`config.mk`:
```
export PLATFORM = sky130hd
export DESIGN_NAME = npn_tt_sweep_ctrl
export DESIGN_NICKNAME = d
export VERILOG_FILES = /design/src/rtl/npn_tt_sweep_ctrl.sv
export SDC_FILE = /design/constraint.sdc
export NUM_CORES = 1
export LEC_CHECK = 0
export BUFFER_PORTS_ARGS = -buffer_cell sky130_fd_sc_hd__clkbuf_2
export CORE_UTILIZATION = 25
export DETAILED_ROUTE_END_ITERATION = 8
export SLEW_MARGIN = 20
export SYNTH_ARGS = -nofsm -noshare
export SYNTH_HDL_FRONTEND = slang
export SYNTH_SLANG_ARGS = --single-unit
```
`constraint.sdc`:
```
create_clock -name clk -period 4.8 [get_ports clk]
set_input_delay 0.48 -clock clk [delete_from_list [all_inputs] [get_ports clk]]
set_output_delay 0.48 -clock clk [all_outputs]
set_load 0.1 [all_outputs]
```
`src/rtl/npn_tt_sweep_ctrl.sv`:
```
// Truth-table sweep sequencer for one 4-input/1-output combinational netlist.
// Drives all 16 input vectors, with an optional input/output phase flip.
// Each vector is held for SETTLE cycles and the netlist output is sampled on the last one.
// The captured table is compared against an expected table.
module npn_tt_sweep_ctrl #(
  parameter int SETTLE = 2
) (
  input  logic        clk,
  input  logic        rst,
  input  logic        start,
  input  logic        abort,
  input  logic [15:0] exp_tt,
  input  logic [3:0]  neg_in,
  input  logic        neg_out,
  output logic [3:0]  x_out,
  input  logic        y_in,
  output logic        busy,
  output logic        done,
  output logic        pass,
  output logic [15:0] tt_out,
  output logic [4:0]  err_cnt,
  output logic [3:0]  first_fail,
  output logic        fail_vld
);

  localparam logic [3:0] CNT_LAST = 4'(SETTLE - 1);

  typedef enum logic [1:0] {IDLE, DRIVE, DONE} state_t;

  state_t      state, state_n;
  logic [3:0]  idx, idx_n;
  logic [3:0]  cnt, cnt_n;
  logic [15:0] exp_l, exp_l_n;
  logic [3:0]  neg_in_l, neg_in_l_n;
  logic        neg_out_l, neg_out_l_n;
  logic [3:0]  x_out_n;
  logic        busy_n, done_n, pass_n, fail_vld_n;
  logic [15:0] tt_out_n;
  logic [4:0]  err_cnt_n;
  logic [3:0]  first_fail_n;
  logic        cap, mism;

  // The phase-corrected sample and whether it disagrees with the expected bit for the current vector
  always_comb begin
    cap  = y_in ^ neg_out_l;
    mism = cap ^ exp_l[idx];
  end

  // Next-state and next-output logic: sweep sequencing, capture and error bookkeeping
  always_comb begin
    state_n      = state;
    idx_n        = idx;
    cnt_n        = cnt;
    exp_l_n      = exp_l;
    neg_in_l_n   = neg_in_l;
    neg_out_l_n  = neg_out_l;
    x_out_n      = x_out;
    busy_n       = busy;
    done_n       = 1'b0;
    pass_n       = pass;
    tt_out_n     = tt_out;
    err_cnt_n    = err_cnt;
    first_fail_n = first_fail;
    fail_vld_n   = fail_vld;

    case (state)
      IDLE: begin
        x_out_n = 4'd0;
        if (start) begin
          exp_l_n      = exp_tt;
          neg_in_l_n   = neg_in;
          neg_out_l_n  = neg_out;
          tt_out_n     = 16'd0;
          err_cnt_n    = 5'd0;
          first_fail_n = 4'd0;
          fail_vld_n   = 1'b0;
          pass_n       = 1'b0;
          idx_n        = 4'd0;
          cnt_n        = 4'd0;
          x_out_n      = neg_in;
          busy_n       = 1'b1;
          state_n      = DRIVE;
        end
      end

      DRIVE: begin
        if (abort) begin
          state_n = IDLE;
          busy_n  = 1'b0;
          x_out_n = 4'd0;
          pass_n  = 1'b0;
        end else if (cnt == CNT_LAST) begin
          tt_out_n[idx] = cap;
          if (mism) begin
            err_cnt_n = err_cnt + 5'd1;
            if (!fail_vld) begin
              first_fail_n = idx;
              fail_vld_n   = 1'b1;
            end
          end
          if (idx == 4'd15) begin
            state_n = DONE;
            busy_n  = 1'b0;
            x_out_n = 4'd0;
            done_n  = 1'b1;
            pass_n  = (err_cnt_n == 5'd0);
          end else begin
            idx_n   = idx + 4'd1;
            cnt_n   = 4'd0;
            x_out_n = (idx + 4'd1) ^ neg_in_l;
          end
        end else begin
          cnt_n = cnt + 4'd1;
        end
      end

      DONE: begin
        state_n = IDLE;
      end

      default: begin
        state_n = IDLE;
      end
    endcase
  end

  // State and result registers with synchronous reset
  always_ff @(posedge clk) begin
    if (rst) begin
      state      <= IDLE;
      idx        <= 4'd0;
      cnt        <= 4'd0;
      exp_l      <= 16'd0;
      neg_in_l   <= 4'd0;
      neg_out_l  <= 1'b0;
      x_out      <= 4'd0;
      busy       <= 1'b0;
      done       <= 1'b0;
      pass       <= 1'b0;
      tt_out     <= 16'd0;
      err_cnt    <= 5'd0;
      first_fail <= 4'd0;
      fail_vld   <= 1'b0;
    end else begin
      state      <= state_n;
      idx        <= idx_n;
      cnt        <= cnt_n;
      exp_l      <= exp_l_n;
      neg_in_l   <= neg_in_l_n;
      neg_out_l  <= neg_out_l_n;
      x_out      <= x_out_n;
      busy       <= busy_n;
      done       <= done_n;
      pass       <= pass_n;
      tt_out     <= tt_out_n;
      err_cnt    <= err_cnt_n;
      first_fail <= first_fail_n;
      fail_vld   <= fail_vld_n;
    end
  end

endmodule

```
==> out/qor.csv, run 1 <==
metric,value,unit
Post-DP Area,3460,µm²
clock buffer count from CTS,9,
placed insts,561,
normalized max-slew margin,28.9,%
synthesized instance count,382,
clk buf depth,2,
CTS sink cnt,64,
DRT Wirelength,8.52,mm
leak pwr,1.48,nW
clk slew on worst S/H paths,0.06,ns
routed vias/inst,4.99,
Hold WS,0.371,ns
grt total ovfl,0,
Final min period,2.81,ns
largest net degree at the start of global routing,59,
initial DRC count,162,
count of pins over their slew limit,0,
share of cells above drive strength 1,19.3,%
# nets final,458,
Worst Setup End Kind,flip-flop,
Max Clock Freq,0.355,GHz
worst endpoint data arrival time,3.06,ns
PD cells,362,nW/µm²
Die Ht,113,µm
global-route wire length before repair,13.6,mm
sequential-to-total area share from yosys stat,41.5,%
crit start category,flip-flop,
Final Hold Vio Count,0,
WHS Path Cells,3,
initial antenna violation count,0,
Pre-antenna DRT Iters,4,
remaining antenna violation count,0,
Sum Neg Setup Slack,0,ns
worst reg2reg path depth,6,
post-route cell area,3760,µm²
"Avg Cell Area, Syn",8.08,µm²
"Cell Area, Synth",3090,µm²
Placer Congestion,0.819,
Hold/Removal Path Class,in -> reg,
YS warnings,0,
Slew @ Worst Pin,1.07,ns
CTS Hold Buffers Added,0,
cts repair resizes,0,
WS Path Type,reg -> reg,
Via Count,2882,
required time worst endpoint,5.04,ns
Final Cycle Share,58.6,%
DP HPWL,6.01,mm
synthesized flop and latch total,64,
Initial Util,25.7,%
die area,12800,µm²
critical path peak fanout,18,
worst skew pair latency,0.33,ns
"commonest cells after routing, fill and taps aside","nand2_1, dfxtp_1, a21oi_1",
net count after synthesis,415,
vias in the first global route,2744,
CTS tree,yes,
Async SR Flop Fraction,0,%
Root Buffer,clkbuf_16,
"most common cell after layout, fill and taps aside",nand2_1,
total of max-cap violations,0,
VDD IR max,0.000169,V
RSZ-0062 raised after global routing,no,
clk_skew,0.00850,ns
post-synthesis cell type count,46,
post-layout util,31.3,%
Finish-stage setup viols,0,
top_reg_cell synth,dfxtp_1,
FP Rows,40,
Residual DRC,0,
Syn-to-layout area delta,21.7,%
Layout Cells excl Fill,577,
GRT Util Overall,13.6,%
port bufs,58,
average routed wire per standard cell,14.8,µm
H-tree Lvls,3,
I/O pins,59,
Core Area,12000,µm²
Die Wd,113,µm
Post-CTS Setup Bufs,0,
outcome,finished clean,
diode count,0,
number of synthesized flops with an enable pin,0,
[final timing paths]
path | endpoint | slack (ns) | startpoint
worst min register to register | exp_l[8]$_SDFFE_PP0P_ | 0.46 | exp_l[8]$_SDFFE_PP0P_
worst min-delay path | exp_l[3]$_SDFFE_PP0P_ | 0.37 | exp_tt[3]
worst max register to register | err_cnt[4]$_SDFFE_PP0P_ | 1.99 | idx[3]$_SDFFE_PP0P_
worst max-delay path | err_cnt[4]$_SDFFE_PP0P_ | 1.99 | idx[3]$_SDFFE_PP0P_
[area by class of cell]
type,count,area (µm²)
clock buffers,11,243
well taps,147,184
fillers,1280,8250
flip-flops and latches,64,1280
multi-input cells,285,1670
clock inverters,5,56.3
repair buffers,60,305
inverters,5,18.8
[logic make-up after synthesis]
kind of cell	Yosys count	synth area share, %
buf+inv	33	4.46
simple gates	139	20.8
mux	12	4.46
fa+ha+maj	7	2.84
xor+xnor	14	3.97
compound gates	113	22.0
flops	64	41.5
[per-stage QoR]
stage	worst slack, ns	total power [mW]
2_1_floorplan	2.36	0.680
6_report	1.99	1.36
3_3_place_gp	2.10	0.718
3_5_place_dp	2.03	0.722
5_1_grt	1.86	1.41
4_1_cts	1.98	1.37
[worst max-delay path, cell delays in order, from the launching register on]
cell     delay, ns
dfxtp_1       0.85
mux2i_1       0.17
mux4_2        0.54
mux2i_1       0.19
or4_4         0.49
or3_1         0.31
a31oi_1       0.18
[layer usage]
metal  vias to the layer above  share of wire [%]  GRT usage, %
li1                       1431                  -             -
met5                         -                  0             0
met3                        13                5.1          3.37
met1                      1350                 48          17.6
met4                         0                2.2          6.49
met2                        88                 45          21.0
[Yosys cell counts, types with 3 or more instances]
master	instances	area share (%)
nand2_1	65	7.9
dfxtp_1	64	41
a21oi_1	58	9.4
nor2_1	24	2.9
clkbuf_1	18	2.2
nand3_1	12	1.9
o21ai_1	12	1.9
mux2i_1	10	3.2
o21ai_0	10	1.6
xnor2_1	10	2.8
nor3_1	9	1.5
ha_1	7	2.8
nor2b_1	7	1.4
a211oi_1	6	1.5
a31oi_1	5	1.0
a32oi_1	5	1.4
and3_1	5	1.0
buf_2	5	0.81
inv_1	5	0.61
a32o_1	4	1.3
and2_1	4	0.81
buf_1	4	0.49
xor2_1	4	1.1
or3_1	3	0.61
[report_power, final]
group          switching, mW  leakage, nW  total [mW]  internal (mW)
combinational          0.108        0.809       0.152         0.0439
clock                  0.233        0.145       0.648          0.415
sequential            0.0117        0.520       0.560          0.548
total                  0.353         1.48        1.36           1.01
[sequential cells by signal, summed over array words and instances, names as in the netlist]
signal,count
state,2
cnt,4
err_cnt,5
first_fail,4
tt_out,16
idx,4
done,1
exp_l,16
pass,1
busy,1
fail_vld,1
x_out,4
neg_out_l,1
neg_in_l,4
Power figures use the tool's default switching activity.
==> run 2: changes to the inputs <==
ABC_AREA = 1   (was not set)
clock period = 2.6 ns   (was 4.8 ns; I/O delays follow)
==> run 2 against run 1 <==
Sequential power increased by 89%; cell count increased by 16%; worst hold slack got worse by 0.16 ns; sequential share of layout area decreased by 1.2 points; synthesized area grew 2.7%; first-iteration DRC count increased by 27%.
==> out/qor.csv, run 2 <==
metric,value,unit
outcome,finished clean,
VDD IR max,0.000285,V
port bufs,58,
Post-CTS Setup Bufs,0,
"Avg Cell Area, Syn",7.13,µm²
Initial Util,26.0,%
placed insts,654,
clock share of power,44.5,%
post-synthesis cell type count,37,
required time worst endpoint,2.80,ns
Root Buffer,clkbuf_16,
net count after synthesis,478,
WS Path Type,reg -> reg,
top_reg_cell synth,dfxtp_1,
Comb pwr share,16.3,%
DRT Wirelength,8.24,mm
Async SR Flop Fraction,0,%
Seq pwr share,39.2,%
CTS sink cnt,64,
Die Ht,115,µm
Psw,0.784,mW
flop-to-flop setup slack,0.41,ns
die area,13100,µm²
CTS tree,yes,
share of cells above drive strength 1,20.1,%
sequential-to-total area share from yosys stat,40.4,%
RSZ-0062 raised after global routing,no,
share of the synthesized area in the top cell type,40.4,%
clk buf depth,2,
normalized max-slew margin,52.6,%
initial DRC count,206,
"count leader, synth",nand2_1,
synthesized flop and latch total,64,
clk_skew,0.00777,ns
Hold WS,0.211,ns
count of pins over their slew limit,0,
DP HPWL,6.17,mm
Finish-stage setup viols,0,
H-tree Lvls,3,
synthesized instance count,445,
worst skew pair latency,0.33,ns
biggest regs,"exp_l: 16 flops, tt_out: 16 flops, err_cnt: 5 flops",
Worst Setup End Kind,flip-flop,
CTS Hold Buffers Added,0,
grt total ovfl,0,
crit start category,flip-flop,
clk slew on worst S/H paths,0.06,ns
clock buffer count from CTS,9,
FP Rows,40,
Placer Congestion,0.861,
Die Wd,115,µm
remaining antenna violation count,0,
leak pwr,1.69,nW
YS warnings,0,
initial antenna violation count,0,
"most common cell after layout, fill and taps aside",nand2_1,
"Cell Area, Synth",3170,µm²
Core Area,12200,µm²
Final Hold Vio Count,0,
average routed wire per standard cell,12.3,µm
Final min period,2.19,ns
Slew @ Worst Pin,0.710,ns
# nets final,530,
worst endpoint data arrival time,2.39,ns
number of synthesized flops with an enable pin,0,
Final Cycle Share,84.2,%
"area leader, netlist",dfxtp_1,
Syn-to-layout area delta,22.8,%
cell internal pwr,1.92,mW
routed vias/inst,4.45,
Layout Cells excl Fill,670,
cts repair resizes,0,
Pre-antenna DRT Iters,4,
diode count,0,
largest net degree at the start of global routing,40,
Max Clock Freq,0.457,GHz
vias in the first global route,2768,
"top cells by area, synth","dfxtp_1, nand2_1, a21oi_1",
global-route wire length before repair,13.4,mm
Hold/Removal Path Class,in -> reg,
GRT Util Overall,13.3,%
"commonest cells after routing, fill and taps aside","nand2_1, dfxtp_1, clkbuf_2",
layout filler cell count,1339,
Post-synth top cells,"nand2_1, dfxtp_1, a21oi_1",
I/O pins,59,
Sum Neg Setup Slack,0,ns
total of max-cap violations,0,
Residual DRC,0,
critical path peak fanout,14,
Final Total Pwr,2.70,mW
Via Count,2981,
sw frac,29.0,%
PD cells,694,nW/µm²
## run 2: cell count changes after synthesis, moves of 5 or more
cell	before	now
nor3_1	9	3
inv_1	5	47
inv_2	0	6
nand2_1	65	95
xnor2_1	10	2
nor2_1	24	46
nand2_2	0	6
a21oi_1	58	51
nor2b_1	7	0
o21ai_0	10	43
o21ai_1	12	1
and3_1	5	0
mux2i_1	10	0
nand3_1	12	21
## run 2: worst max-delay path: stages, from the launching register on
cell and delay [ns]:
dfxtp_1 0.64, inv_1 0.31, nand2_1 0.12, nand3_1 0.08, nand2_1 0.09, nand2_1 0.05, nand2_1 0.09, inv_1 0.04
nand2_1 0.08, nand2_1 0.08, nand2_2 0.10, nand2_2 0.08, o211ai_4 0.11, inv_2 0.07, nand2_1 0.07, a21oi_1 0.06
## run 2: cells by family after synthesis
family | synth area share, %
AOI/OAI and AO/OA | 19.9
xor gates and xnor gates | 2.80
adders and majority gates | 2.76
buffers and inverters | 9.43
DFF | 40.4
and+or+nand+nor | 24.7
## run 2: routing by layer
metal	wire, µm	share of wire (%)	GRT usage, %	up-vias
met4	128	1.6	4.94	0
met1	4000	49	17.7	1361
li1	-	-	-	1548
met5	0	0	0	-
met2	3710	45	20.4	62
met3	395	4.8	3.92	10
## run 2: worst paths after layout
path                          start                         end  depth (start not counted)
min                      exp_tt[10]      exp_l[10]$_SDFFE_PP0P_                          3
min reg2reg  exp_l[13]$_SDFFE_PP0P_      exp_l[13]$_SDFFE_PP0P_                          2
max reg2reg     idx[0]$_SDFFE_PP0P_  first_fail[3]$_SDFFE_PP0P_                         15
max             idx[0]$_SDFFE_PP0P_  first_fail[3]$_SDFFE_PP0P_                         15
## run 2: metrics by stage
step,util (%),instance area [µm²],worst slack (ns)
after floorplan,-,3170,0.571
after global placement,29.4,3590,0.568
after detailed placement,29.4,3590,0.441
after CTS,31.9,3890,0.427
after global routing,31.9,3890,0.117
final,31.9,3890,0.411
## run 2: area by class of cell
class	count	area, µm²	share of cell area (%)
flip-flops and latches	64	1280	32.9
well taps	168	210	5.40
clock inverters	5	56.3	1.45
repair buffers	61	313	8.03
clock buffers	11	243	6.23
multi-input cells	308	1590	40.9
inverters	53	199	5.11
## run 2: power by group through the flow
stage | Clock, mW | Sequential (mW) | Combinational [mW]
3_3_place_gp | 0 | 1.08 | 0.432
2_1_floorplan | 0 | 1.13 | 0.287
3_5_place_dp | 0 | 1.08 | 0.440
6_report | 1.20 | 1.06 | 0.440
5_1_grt | 1.27 | 1.07 | 0.493
4_1_cts | 1.22 | 1.06 | 0.442
